[config.mk]
export PLATFORM = sky130hd
export DESIGN_NAME = req1
export DESIGN_NICKNAME = d
export VERILOG_FILES = /design/src/rtl/req1.sv
export SDC_FILE = /design/constraint.sdc
export NUM_CORES = 1
export LEC_CHECK = 0
export CAP_MARGIN = 20
export CORE_AREA = 5 5 42 44
export DETAILED_ROUTE_END_ITERATION = 6
export DIE_AREA = 0 0 47 49
export GPL_ROUTABILITY_DRIVEN = 0
export PLACE_DENSITY_LB_ADDON = 0.1
export SLEW_MARGIN = 5
export SYNTH_ARGS = -nofsm -noshare
export SYNTH_HDL_FRONTEND = slang
export SYNTH_SLANG_ARGS = --single-unit
[constraint.sdc]
create_clock -name vclk -period 8.93
set_input_delay 1.786 -clock vclk [all_inputs]
set_output_delay 1.786 -clock vclk [all_outputs]
set_load 0.01 [all_outputs]
[src/rtl/req1.sv]
// 8-bit carry-select adder (ripple block 0, duplicated upper blocks muxed by carry).
// Define REQ1_OUT_REG_EN to add a registered output stage on sum/cout.
module req1 #(
  parameter int unsigned WIDTH = 8,
  parameter int unsigned BLOCK = 4
) (
  input  logic [WIDTH-1:0] a,
  input  logic [WIDTH-1:0] b,
  input  logic             cin,
  output logic [WIDTH-1:0] sum,
  output logic             cout,
  input  logic             clk,
  input  logic             rst_n
);

  localparam int unsigned NBLK = (BLOCK == 0) ? 1 : WIDTH / BLOCK;

  generate
    if (BLOCK < 1) begin : g_bad_block
      $error("req1: BLOCK must be >= 1");
    end
    if (BLOCK >= 1 && (WIDTH % BLOCK) != 0) begin : g_bad_width
      $error("req1: WIDTH must be a multiple of BLOCK");
    end
  endgenerate

  // Ripple-carry chain of full adders; returns {carry_out, slice_sum}.
  function automatic logic [BLOCK:0] ripple(input logic [BLOCK-1:0] x,
                                            input logic [BLOCK-1:0] y,
                                            input logic             ci);
    logic [BLOCK-1:0] s;
    logic             c;
    c = ci;
    for (int unsigned i = 0; i < BLOCK; i++) begin
      s[i] = x[i] ^ y[i] ^ c;
      c    = (x[i] & y[i]) | (c & (x[i] ^ y[i]));
    end
    return {c, s};
  endfunction

  logic [NBLK-1:0]  c;
  logic [WIDTH-1:0] sum_c;
  logic             cout_c;

  assign {c[0], sum_c[BLOCK-1:0]} = ripple(a[BLOCK-1:0], b[BLOCK-1:0], cin);

  // Upper blocks: precompute both carry-in cases, pick with the incoming carry.
  for (genvar k = 1; k < NBLK; k++) begin : g_sel
    logic [BLOCK:0] r0;
    logic [BLOCK:0] r1;
    assign r0 = ripple(a[k*BLOCK +: BLOCK], b[k*BLOCK +: BLOCK], 1'b0);
    assign r1 = ripple(a[k*BLOCK +: BLOCK], b[k*BLOCK +: BLOCK], 1'b1);
    assign {c[k], sum_c[k*BLOCK +: BLOCK]} = c[k-1] ? r1 : r0;
  end

  assign cout_c = c[NBLK-1];

`ifdef REQ1_OUT_REG_EN
  logic [WIDTH-1:0] sum_d, sum_q;
  logic             cout_d, cout_q;

  assign sum_d  = sum_c;
  assign cout_d = cout_c;

  always_ff @(posedge clk or negedge rst_n) begin
    if (!rst_n) begin
      sum_q  <= '0;
      cout_q <= 1'b0;
    end else begin
      sum_q  <= sum_d;
      cout_q <= cout_d;
    end
  end

  assign sum  = sum_q;
  assign cout = cout_q;
`else
  // Clock and reset are kept as ports only; tie them off here.
  logic unused_clk_rst;
  assign unused_clk_rst = clk ^ rst_n;

  assign sum  = sum_c;
  assign cout = cout_c;
`endif

endmodule

==> impl_results.md <==
* Outcome: complete, no violations
* Placeable core area at 1401 sq um
* Vertical die dimension at 49 um
* P_int at 0.02377 mW
* Max_slew headroom at 89.60%
* Hold buffer count at cts at 0
* Path class of the lowest-slack min-delay path: input port to primary output
* Placement row count at 14
* Post-synth top area cell: sky130_fd_sc_hd__fa_1
* Detailed-route wire length at 597 um
* Count of clock buffers in the final design at 0
* Sequential fraction of the synthesis area at 0%
* Max-slew violation total from the final report at 0
* Number of detailed-route iterations in the first pass at 1
* Starting DRC count in detailed routing at 0
* Starting density of the core at 16.61%
* List of most frequent post-synthesis cells: sky130_fd_sc_hd__inv_1 (13), sky130_fd_sc_hd__fa_1 (7), sky130_fd_sc_hd__ha_1 (2)
* Antenna Nets Post-Route at 0
* FF/Latch Area at 0 sq um
* CP max-delay cell: sky130_fd_sc_hd__clkdlybuf4s50_1
* Average wire length per cell after detail routing at 9.045 um
* Pin count of the biggest net entering global routing at 3
* Top-level I/O count at 28
* Switching share of power at 37.02%
* Max Clk Rate at 133.6 MHz
* Cell area after technology mapping at 232.7 sq um
* Count of antenna diodes in the layout at 0
* Syn-to-layout area delta at 120.4%
* Overall Global Routing Usage at 5.658%
* Placed cells at 66
* Area share of the largest cell type after synthesis at 60.22%
* Net switching power of the design at 0.01397 mW
* Proportion of power drawn by flip-flops and latches at 0%
* Comb power frac at 100.0%
* Setup TNS Final at 0 ns
* Vias in the first global route at 261
* Filler cell count in the final layout at 161
* Smallest hold slack at 4.695 ns
* Cell count after synthesis at 24
* Period minus WS final at 7.487 ns
* Clock network fraction of design power at 0%
* Final Worst Setup Slack at 1.443 ns
* Seq_cells at 0
* Cell with the most instances after synthesis: sky130_fd_sc_hd__inv_1
* Critical Path End Type: primary output
* Count of port buffers added during placement at 26
* Die area at 2303 sq um
* Pwr Density at 73.59 nW/um^2
* Unrepaired setup endpoints after global routing: no
* Final worst-path cycle share at 83.84%
* Final global-route overflow total at 0
* Nets at 80
* Initial antenna violation count at 0
* Post-CTS setup buffers at 0
* Non-filler cells in the finished layout at 66
* Final Hold Violating Endpoints at 0
* Setup Viol. Count Final at 0
* Crit start category: input port
* Placement-stage worst setup slack at 1.405 ns
* Critical Path Fanout Max at 2
* Number of gates given a new drive strength after cts at 0
* LEAKAGE at 0.2454 nW
* Cell types occupying the most area after synthesis: sky130_fd_sc_hd__fa_1 (60%), sky130_fd_sc_hd__inv_1 (21%), sky130_fd_sc_hd__ha_1 (11%), sky130_fd_sc_hd__mux2i_1 (4.3%), sky130_fd_sc_hd__xor2_1 (3.8%)
* Max-Cap Viols at 0
* Required time reported for the critical path endpoint at 7.14 ns
* Mean number of vias per cell at 3.621
* Final HPWL from detailed placement at 599.1 um
* Ratio of cells with drive above 1 in the final layout at 0%
* Net Count, Synth at 52
* Mean Syn Cell Area at 9.697 sq um
* DRC violation count after routing at 0
* Number of vias after detailed routing at 239
* Final non-filler cell area at 513.0 sq um
* Area post-placement at 513.0 sq um
* Most numerous cell on the critical path: sky130_fd_sc_hd__fa_1
* Data arrival time of the critical path at 5.70 ns
* Critical setup path kind: input port to primary output
* Count of yosys warnings during synthesis at 0
* Worst path cell trace: clkdlybuf4s50_1, fa_1, fa_1, inv_1, fa_1, inv_1, fa_1, mux2i_1, fa_1, fa_1, inv_1, fa_1, inv_1, clkdlybuf4s50_1
* Chip Width at 47 um
* Delay of the slowest cell on the worst path at 0.53 ns
* Peak supply drop at 25.39 uV
* Wire length of the first global-routing pass at 1062 um
* Slew at the pin with the worst max-slew slack at 0.1517 ns
* Unique masters post-synth at 5
## cells in the final DEF, fill, tap and decap left out
cell type / instances
sky130_fd_sc_hd__inv_1: 13
sky130_fd_sc_hd__fa_1: 7
sky130_fd_sc_hd__clkdlybuf4s50_1: 26
sky130_fd_sc_hd__mux2i_1: 1
sky130_fd_sc_hd__ha_1: 2
sky130_fd_sc_hd__xor2_1: 1
## path summary, 6_finish.rpt
check             startpoint     end  cells after the start
setup / recovery        a[0]  sum[7]                     14
hold / removal          b[7]  sum[7]                      5
## layer usage
layer	track usage [%]	up-vias	part of all wire, %
li1	-	113	-
met5	0	-	0
met4	0	0	0
met3	1.107	0	20
met2	10.86	17	53
met1	6.459	109	27
## power by group through the flow
stage	clock [mW]	sequential [mW]	combinational [mW]
floorplan	0	0	0.0148
global placement	0	0	0.0376
detailed placement	0	0	0.0387
CTS	0	0	0.0388
global route	0	0	0.0417
finish	0	0	0.0377
## per-stage QoR
step | power [mW] | util, %
floorplan | 0.01476 | -
global placement | 0.03761 | 36.61
detailed placement | 0.03867 | 36.61
CTS | 0.03881 | 36.61
global route | 0.04170 | 36.61
finish | 0.03775 | 36.61
## layout make-up
class	count	area [sq um]	area share, %
timing repair buffer	26	260.3	50.73
inverter	13	48.80	9.512
multi-input combinational	11	183.9	35.85
tap	16	20.02	3.902
## critical path: cells and delay by family
kind | cells | cell delay (ns)
fa+ha+maj | 7 | 2.53
buf+inv | 6 | 1.23
mux | 1 | 0.15
## logic make-up (layout without fill, tap and decap cells)
kind of cell,after synthesis,after routing,synth area share (%)
buf+inv,13,39,20.97
fa+ha+maj,9,9,70.96
mux,1,1,4.301
xor+xnor,1,1,3.764
Power figures use the tool's default switching activity.
